$ cat config.mk
export PLATFORM = sky130hd
export DESIGN_NAME = median_window_collector
export DESIGN_NICKNAME = d
export VERILOG_FILES = /design/src/rtl/median_window_collector.sv
export SDC_FILE = /design/constraint.sdc
export NUM_CORES = 1
export LEC_CHECK = 0
export CAP_MARGIN = 20
export CELL_PAD_IN_SITES_DETAIL_PLACEMENT = 0
export CELL_PAD_IN_SITES_GLOBAL_PLACEMENT = 1
export CORE_MARGIN = 3
export CORE_UTILIZATION = 53
export CTS_BUF_LIST = sky130_fd_sc_hd__clkbuf_8
export CTS_CLUSTER_SIZE = 10
export DETAILED_ROUTE_END_ITERATION = 7
export PLACE_DENSITY_LB_ADDON = 0.1
export SLEW_MARGIN = 20
export SYNTH_ARGS = -nofsm -noshare
export SYNTH_HDL_FRONTEND = slang
export SYNTH_SLANG_ARGS = --single-unit
$ cat constraint.sdc
create_clock -name clk -period 4.9 [get_ports clk]
set_input_delay 0.49 -clock clk [delete_from_list [all_inputs] [get_ports clk]]
set_output_delay 0.49 -clock clk [all_outputs]
set_load 0.01 [all_outputs]
$ cat src/rtl/median_window_collector.sv
// Collects a 3x3 window of pixels (padding out-of-image coordinates), sorts it with a
// sequential odd-even transposition network and emits the median. Define MEDIAN_MINMAX_EN to add minOut/maxOut.
module median_window_collector #(
    parameter int                DATA_W    = 8,
    parameter int                IMG_W     = 64,
    parameter int                IMG_H     = 64,
    parameter logic [DATA_W-1:0] PAD_VALUE = '0
) (
    input  logic              clk,
    input  logic              reset,
    input  logic [7:0]        xWindow,
    input  logic [7:0]        yWindow,
    input  logic              windowOut,
    input  logic [DATA_W-1:0] pixIn,
    output logic [DATA_W-1:0] medianOut,
    output logic              medianValid,
    output logic              busy,
    output logic              overrun
`ifdef MEDIAN_MINMAX_EN
    ,
    output logic [DATA_W-1:0] minOut,
    output logic [DATA_W-1:0] maxOut
`endif
);

    localparam logic [1:0] IDLE    = 2'd0;
    localparam logic [1:0] COLLECT = 2'd1;
    localparam logic [1:0] SORT    = 2'd2;
    localparam logic [1:0] EMIT    = 2'd3;

    localparam logic signed [7:0] X_LIMIT = 8'(IMG_W);
    localparam logic signed [7:0] Y_LIMIT = 8'(IMG_H);
    localparam logic [3:0] LAST_SAMPLE = 4'd8;
    localparam logic [3:0] LAST_PASS   = 4'd8;

    logic [1:0]        state_q, state_d;
    logic [3:0]        count_q, count_d;
    logic [3:0]        pass_q, pass_d;
    logic [DATA_W-1:0] sampleBuf_q [9];
    logic [DATA_W-1:0] sampleBuf_d [9];
    logic [DATA_W-1:0] medianOut_q, medianOut_d;
    logic              medianValid_q, medianValid_d;
    logic              overrun_q, overrun_d;
`ifdef MEDIAN_MINMAX_EN
    logic [DATA_W-1:0] minOut_q, minOut_d;
    logic [DATA_W-1:0] maxOut_q, maxOut_d;
`endif

    logic signed [7:0] xSigned;
    logic signed [7:0] ySigned;
    logic              outOfBounds;
    logic [DATA_W-1:0] sampleVal;
    logic [DATA_W-1:0] evenPass [9];
    logic [DATA_W-1:0] oddPass  [9];

    assign xSigned     = $signed(xWindow);
    assign ySigned     = $signed(yWindow);
    assign outOfBounds = (xSigned < 8'sd0) || (xSigned >= X_LIMIT) ||
                         (ySigned < 8'sd0) || (ySigned >= Y_LIMIT);
    assign sampleVal   = outOfBounds ? PAD_VALUE : pixIn;

    // Both pass flavours are built every cycle; the pass parity picks one.
    always_comb begin
        evenPass = sampleBuf_q;
        oddPass  = sampleBuf_q;
        for (int k = 0; k < 4; k++) begin
            if (sampleBuf_q[2*k] > sampleBuf_q[2*k+1]) begin
                evenPass[2*k]   = sampleBuf_q[2*k+1];
                evenPass[2*k+1] = sampleBuf_q[2*k];
            end
            if (sampleBuf_q[2*k+1] > sampleBuf_q[2*k+2]) begin
                oddPass[2*k+1] = sampleBuf_q[2*k+2];
                oddPass[2*k+2] = sampleBuf_q[2*k+1];
            end
        end
    end

    always_comb begin
        state_d       = state_q;
        count_d       = count_q;
        pass_d        = pass_q;
        sampleBuf_d   = sampleBuf_q;
        medianOut_d   = medianOut_q;
        medianValid_d = 1'b0;
        overrun_d     = 1'b0;
`ifdef MEDIAN_MINMAX_EN
        minOut_d      = minOut_q;
        maxOut_d      = maxOut_q;
`endif
        case (state_q)
            IDLE: begin
                if (windowOut) begin
                    sampleBuf_d[0] = sampleVal;
                    count_d        = 4'd1;
                    state_d        = COLLECT;
                end
            end
            COLLECT: begin
                if (windowOut) begin
                    for (int i = 0; i < 9; i++) begin
                        if (count_q == 4'(i)) begin
                            sampleBuf_d[i] = sampleVal;
                        end
                    end
                    count_d = count_q + 4'd1;
                    if (count_q == LAST_SAMPLE) begin
                        state_d = SORT;
                        pass_d  = 4'd0;
                    end
                end
            end
            SORT: begin
                overrun_d   = windowOut;
                sampleBuf_d = pass_q[0] ? oddPass : evenPass;
                pass_d      = pass_q + 4'd1;
                if (pass_q == LAST_PASS) begin
                    state_d = EMIT;
                end
            end
            EMIT: begin
                overrun_d     = windowOut;
                medianOut_d   = sampleBuf_q[4];
                medianValid_d = 1'b1;
                state_d       = IDLE;
`ifdef MEDIAN_MINMAX_EN
                minOut_d      = sampleBuf_q[0];
                maxOut_d      = sampleBuf_q[8];
`endif
            end
            default: begin
                state_d = IDLE;
            end
        endcase
    end

    always_ff @(posedge clk) begin
        if (!reset) begin
            state_q       <= IDLE;
            count_q       <= 4'd0;
            pass_q        <= 4'd0;
            medianOut_q   <= '0;
            medianValid_q <= 1'b0;
            overrun_q     <= 1'b0;
`ifdef MEDIAN_MINMAX_EN
            minOut_q      <= '0;
            maxOut_q      <= '0;
`endif
        end else begin
            state_q       <= state_d;
            count_q       <= count_d;
            pass_q        <= pass_d;
            medianOut_q   <= medianOut_d;
            medianValid_q <= medianValid_d;
            overrun_q     <= overrun_d;
`ifdef MEDIAN_MINMAX_EN
            minOut_q      <= minOut_d;
            maxOut_q      <= maxOut_d;
`endif
        end
    end

    // Buffer contents are don't-care after reset, so it carries no reset term.
    always_ff @(posedge clk) begin
        sampleBuf_q <= sampleBuf_d;
    end

    assign medianOut   = medianOut_q;
    assign medianValid = medianValid_q;
    assign overrun     = overrun_q;
    assign busy        = (state_q != IDLE);
`ifdef MEDIAN_MINMAX_EN
    assign minOut      = minOut_q;
    assign maxOut      = maxOut_q;
`endif

endmodule

==> flow_summary.json, run 1 <==
{
  "status": "finished, final reports clean",
  "finalMaxSlewViolations": 0,
  "crit_type": "reg2reg",
  "via_count": 4404,
  "nNetsFinal": 659,
  "relSlewSlack": 0.373,
  "postCtsHoldBufs": 0,
  "period_share": 0.603,
  "antenna_cells": 0,
  "setup_viol": 0,
  "finalClockSkew_ns": 0.0134,
  "portBuffers": 25,
  "r2r-end": "sampleBuf_q[29]$_DFFE_PP_",
  "gp_congestion": 0.837,
  "min_period_ns": 2.96,
  "ys_seq_area_frac": 0.439,
  "routed_wl_um": 14300,
  "fill_cells": 904,
  "wl_met1_um": 6450,
  "reg2reg_slack_ns": 1.94,
  "yosysTopAreaCell": "edfxtp_1",
  "tns_ns": 0,
  "peakVddDrop_v": 0.000301,
  "antenna_found_initial": 0,
  "die_y_um": 111,
  "cts.sinks": 92,
  "grt_use_total": 0.237,
  "rr_startpoint": "state_q[0]$_SDFFE_PN0P_",
  "routedWlPerCell_um": 20.4,
  "placed_area_mm2": 0.00615,
  "insertion_delay_ns": 0.37,
  "required_ns": 5.04,
  "synth-edff-count": 72,
  "async_flop_share": 0,
  "avgSynthCellArea_um2": 10.7,
  "grt_pass1_wl_um": 23100,
  "firstDrtPassIters": 5,
  "critPathBufInv": 2,
  "die_w_um": 111,
  "leakagePower_nw": 2.72,
  "synthFlopType": "edfxtp_1",
  "top_layer": "met4",
  "dp_hpwl_um": 10500,
  "drcViolationCount": 0,
  "start_util": 0.555,
  "area_delta_synth_final_pct": 8.93,
  "post_cts_buffers": 0,
  "timing.fmax_mhz": 338,
  "reg2regPathDepth": 6,
  "cpMaxStageDelayCell": "a2111oi_0",
  "netlist_top_cells_count": "ha_1, edfxtp_1, inv_1",
  "synthMostInstantiatedCell": "ha_1",
  "slowest_delay_ns": 0.84,
  "p_total_mw": 4.08,
  "grt_max_degree": 60,
  "final_hold_viol_count": 0,
  "synth_top_area_frac": 0.371,
  "numCtsBuffers": 9,
  "finish.utilization": 0.604,
  "syn_area_mm2": 0.00583,
  "synth_area_leaders": "edfxtp_1, ha_1, a221o_1",
  "hp-start": "pass_q[3]$_SDFFE_PN0P_",
  "crit_path_max_fanout": 10,
  "root_buffer": "clkbuf_8",
  "critPathArrivalTime_ns": 3.09,
  "synth.distinct_cells": 54,
  "crit_family": "compound AO/OA/AOI/OAI gates",
  "clock_path_buffers": 2,
  "max_cap_violations": 0,
  "yosysWarnings": 0,
  "rows": 37,
  "synthCells": 543,
  "drt_iter0_markers": 406,
  "path_cells": "inv_1 > ha_1 > nand2_1 > a2111oi_0 > a211oi_1 > buf_4",
  "ctsResizeCount": 0,
  "hold_class": "reg2reg",
  "syn_nets": 644,
  "power_density_mw_per_mm2": 643,
  "crit_path_start_kind": "register",
  "wl_met2_um": 6720,
  "whs_path_depth": 2,
  "dieArea_mm2": 0.0123,
  "routed-wl-met3_um": 914,
  "io_pins": 38,
  "path_clk_slew_ns": 0.09,
  "routed_via_density": 6.30,
  "crit_path_end_kind": "register",
  "ys_ff_latch": 92,
  "rsz0062_at_grt": "false",
  "drive_gt1_frac": 0.0604,
  "htreeDepth": 3,
  "ant_nets": 0,
  "min_to": "pass_q[3]$_SDFFE_PN0P_",
  "tightestPinTransition_ns": 0.917,
  "grt.overflow.total": 0,
  "grt_pass1_vias": 4294,
  "core_mm2": 0.0105,
  "cts_tree": "built",
  "final_area_mm2": 0.00635,
  "holdWs_ns": 0.484
}
## how the worst max path moves through the flow
| stage | from | endpoint | slack [ns] | depth (start not counted) |
|---|---|---|---|---|
| 2_1_floorplan | sampleBuf_q[17]$_DFFE_PP_ | sampleBuf_q[16]$_DFFE_PP_ | 1.89 | 6 |
| 3_3_place_gp | windowOut | sampleBuf_q[17]$_DFFE_PP_ | 1.95 | 5 |
| 3_5_place_dp | windowOut | sampleBuf_q[20]$_DFFE_PP_ | 1.95 | 5 |
| 4_1_cts | state_q[0]$_SDFFE_PN0P_ | sampleBuf_q[50]$_DFFE_PP_ | 1.96 | 6 |
| 5_1_grt | state_q[0]$_SDFFE_PN0P_ | sampleBuf_q[29]$_DFFE_PP_ | 1.71 | 6 |
| 6_report | state_q[0]$_SDFFE_PN0P_ | sampleBuf_q[29]$_DFFE_PP_ | 1.94 | 6 |
## cells in the final DEF, fill, tap and decap left out, types with 3 or more instances in the layout
| master | Yosys | final |
|---|---|---|
| clkbuf_8 | 1 | 9 |
| nor2_4 | 1 | 3 |
| clkdlybuf4s50_1 | 0 | 25 |
| a211oi_1 | 5 | 5 |
| mux2i_1 | 10 | 10 |
| and2_1 | 10 | 10 |
| o21ai_0 | 16 | 16 |
| nand4_1 | 12 | 12 |
| a21oi_1 | 33 | 33 |
| a21o_1 | 20 | 20 |
| edfxtp_1 | 72 | 72 |
| nor3_1 | 3 | 3 |
| dfxtp_1 | 20 | 20 |
| ha_1 | 74 | 74 |
| nand2_1 | 22 | 22 |
| nor2b_1 | 7 | 7 |
| inv_1 | 72 | 73 |
| a221o_1 | 56 | 56 |
| nand3_1 | 7 | 7 |
| buf_4 | 8 | 7 |
| nor2_1 | 28 | 26 |
| o211ai_1 | 6 | 6 |
## flip-flops by register name (all words and copies together) (netlist names)
signal       count
sampleBuf_q     56
medianValid      1
oddPass          8
overrun          1
pass_q           4
medianOut        8
state_q          2
count_q          4
evenPass         8
## metrics by stage
stage / instances / setup WS (ns)
floorplan: 543 / 1.89
global placement: 682 / 1.95
detailed placement: 682 / 1.95
CTS: 698 / 1.96
global route: 699 / 1.71
finish: 699 / 1.94
## logic make-up (layout without fill, tap and decap cells)
| group | after synthesis | count (layout) | share of synthesized area |
|---|---|---|---|
| adder cells (fa/ha/maj) | 74 | 74 | 0.159 |
| multiplexers | 11 | 11 | 0.0191 |
| AO/OA/AOI/OAI | 160 | 160 | 0.215 |
| buffers and inverters | 104 | 124 | 0.0779 |
| AND/OR/NAND/NOR | 102 | 102 | 0.0901 |
| flip-flops | 92 | 92 | 0.439 |
## metal layers
layer | GRT usage | up-vias
met1 | 0.335 | 2138
met5 | 0 | -
met4 | 0.0796 | 0
met2 | 0.379 | 163
li1 | - | 2088
met3 | 0.0262 | 15
## report_power, final
group	leakage [nW]	internal (mW)	total [mW]	switching, mW
clock network	0.0882	0.182	0.462	0.280
logic	1.77	0.769	1.89	1.12
registers	0.862	1.32	1.73	0.412
## final cells by class
cell class              instances  area (um^2)  area share
multi-input cells             347         2850       0.448
flip-flops and latches         92         2560       0.403
repair buffers                 33          323      0.0508
inverters                      75          282      0.0443
well taps                     136          170      0.0268
clock buffers                   9          124      0.0195
clock inverters                 7         42.5     0.00670
## tightest hold or removal path: stages (launching register included)
cell     delay [ns]
dfxtp_1        0.34
nand2_1        0.06
a21oi_1        0.05
Power figures use the tool's default switching activity.
==> run 2: changes to the inputs <==
CORE_UTILIZATION = 49   (was 53)
clock period = 3 ns   (was 4.9 ns; I/O delays follow)
==> flow_summary.json, run 2 (synthesized netlist as in run 1, its figures left out) <==
{
  "status": "finished, final reports clean",
  "postCtsHoldBufs": 0,
  "cpMaxStageDelayCell": "a2111oi_1",
  "leakagePower_nw": 2.76,
  "critPathArrivalTime_ns": 2.87,
  "ant_nets": 0,
  "post_cts_buffers": 0,
  "drt_iter0_markers": 375,
  "core_mm2": 0.0115,
  "reg2regPathDepth": 7,
  "max_cap_violations": 0,
  "min_period_ns": 2.74,
  "crit_path_start_kind": "register",
  "dp_hpwl_um": 10600,
  "worstSetupEndpoint": "sampleBuf_q[30]$_DFFE_PP_",
  "post-place-cells": 697,
  "stdcell_count": 713,
  "required_ns": 3.13,
  "rr_startpoint": "sampleBuf_q[25]$_DFFE_PP_",
  "tns_ns": 0,
  "start_util": 0.506,
  "period_share": 0.912,
  "numCtsBuffers": 9,
  "tightestPinTransition_ns": 0.988,
  "dieArea_mm2": 0.0132,
  "rows": 39,
  "crit_type": "reg2reg",
  "path_cells": "ha_1 > nor2b_1 > o211ai_1 > a21oi_1 > a2111oi_1 > a211oi_1 > buf_4",
  "crit_path_end_kind": "register",
  "critPathBufInv": 1,
  "io_pins": 38,
  "crit_path_max_fanout": 5,
  "ctsResizeCount": 0,
  "firstDrtPassIters": 5,
  "cts.sinks": 92,
  "grt_use_total": 0.226,
  "mostFrequentLayoutCells": "ha_1, inv_1, edfxtp_1",
  "final_hold_viol_count": 0,
  "root_buffer": "clkbuf_8",
  "area_delta_synth_final_pct": 10.5,
  "antenna_cells": 0,
  "placed_area_mm2": 0.00622,
  "drive_gt1_frac": 0.0684,
  "cts_tree": "built",
  "rsz0062_at_grt": "false",
  "r2r-end": "sampleBuf_q[30]$_DFFE_PP_",
  "finalClockSkew_ns": 0.00920,
  "fill_cells": 1005,
  "power_density_mw_per_mm2": 1060,
  "insertion_delay_ns": 0.36,
  "htreeDepth": 3,
  "die_w_um": 115,
  "grt_pass1_vias": 4164,
  "antenna_found_initial": 0,
  "peakVddDrop_v": 0.000437,
  "reg2reg_slack_ns": 0.26,
  "place_ws_ns": 0.258,
  "routed_wl_um": 14300,
  "slowest_delay_ns": 0.75,
  "die_y_um": 115,
  "path_clk_slew_ns": 0.09,
  "crit_start": "sampleBuf_q[25]$_DFFE_PP_",
  "timing.fmax_mhz": 366,
  "routedWlPerCell_um": 20.1,
  "gp_congestion": 0.797,
  "p_total_mw": 6.85,
  "hold_class": "reg2reg",
  "routed_via_density": 6.19,
  "relSlewSlack": 0.340,
  "holdWs_ns": 0.496,
  "clock_path_buffers": 2,
  "grt.overflow.total": 0,
  "regMostFlops": "sampleBuf_q",
  "largest_reg_flops": 56,
  "grt_pass1_wl_um": 22900,
  "via_count": 4411,
  "grt_max_degree": 43,
  "portBuffers": 25,
  "drcViolationCount": 0,
  "fin_ws_ns": 0.265,
  "crit_cells": 7,
  "finalMaxSlewViolations": 0,
  "final_area_mm2": 0.00644,
  "nNetsFinal": 666,
  "setup_viol": 0,
  "crit_family": "compound AO/OA/AOI/OAI gates",
  "finish.utilization": 0.559,
  "layout_commonest_cell": "ha_1"
}
[run 2: cell types whose count changed in the layout (fill, tap and decap cells not counted), moves of 2 or more]
cell	previous run	this run
buf_4	7	15
bufinv_16	0	2
clkinv_1	2	4
clkinv_2	2	0
[run 2: how the worst min path moves through the flow]
stage                                 startpoint                endpoint  cells after the start
after CTS                 pass_q[1]$_SDFFE_PN0P_  pass_q[1]$_SDFFE_PN0P_                      2
final                     pass_q[1]$_SDFFE_PN0P_  pass_q[1]$_SDFFE_PN0P_                      2
after global routing      pass_q[3]$_SDFFE_PN0P_  pass_q[3]$_SDFFE_PN0P_                      2
after global placement    pass_q[3]$_SDFFE_PN0P_  pass_q[3]$_SDFFE_PN0P_                      2
after floorplan                            reset  medianValid$_SDFF_PN0_                      1
after detailed placement  pass_q[1]$_SDFFE_PN0P_  pass_q[1]$_SDFFE_PN0P_                      2
[run 2: final cells by class]
type | instances | area (um^2) | area share
Sequential cell | 92 | 2560 | 0.398
Multi-Input combinational cell | 347 | 2850 | 0.442
Timing Repair Buffer | 40 | 363 | 0.0563
Clock buffer | 9 | 124 | 0.0192
Tap cell | 143 | 179 | 0.0278
Clock inverter | 7 | 82.6 | 0.0128
Inverter | 75 | 282 | 0.0437
[run 2: where the power goes]
part | leakage (nW) | internal, mW | total [mW] | switching [mW]
clock | 0.103 | 0.459 | 0.902 | 0.443
sequential | 0.862 | 2.15 | 2.78 | 0.629
combinational | 1.80 | 1.31 | 3.17 | 1.86
[run 2: per-layer routing]
layer  part of all wire  GRT usage  vias to the layer above  wire [um]
li1                   -          -                     2103          -
met1               0.48      0.337                     2154       6820
met2               0.45      0.335                      133       6380
met3              0.053     0.0289                       21        767
met4              0.026     0.0876                        0        368
met5                  0          0                        -          0
[run 2: worst register-to-register path: stages, from the launching register on]
cell and delay, ns:
edfxtp_1 0.48, ha_1 0.33, nor2b_1 0.14, o211ai_1 0.16
a21oi_1 0.10, a2111oi_1 0.75, a211oi_1 0.30, buf_4 0.25
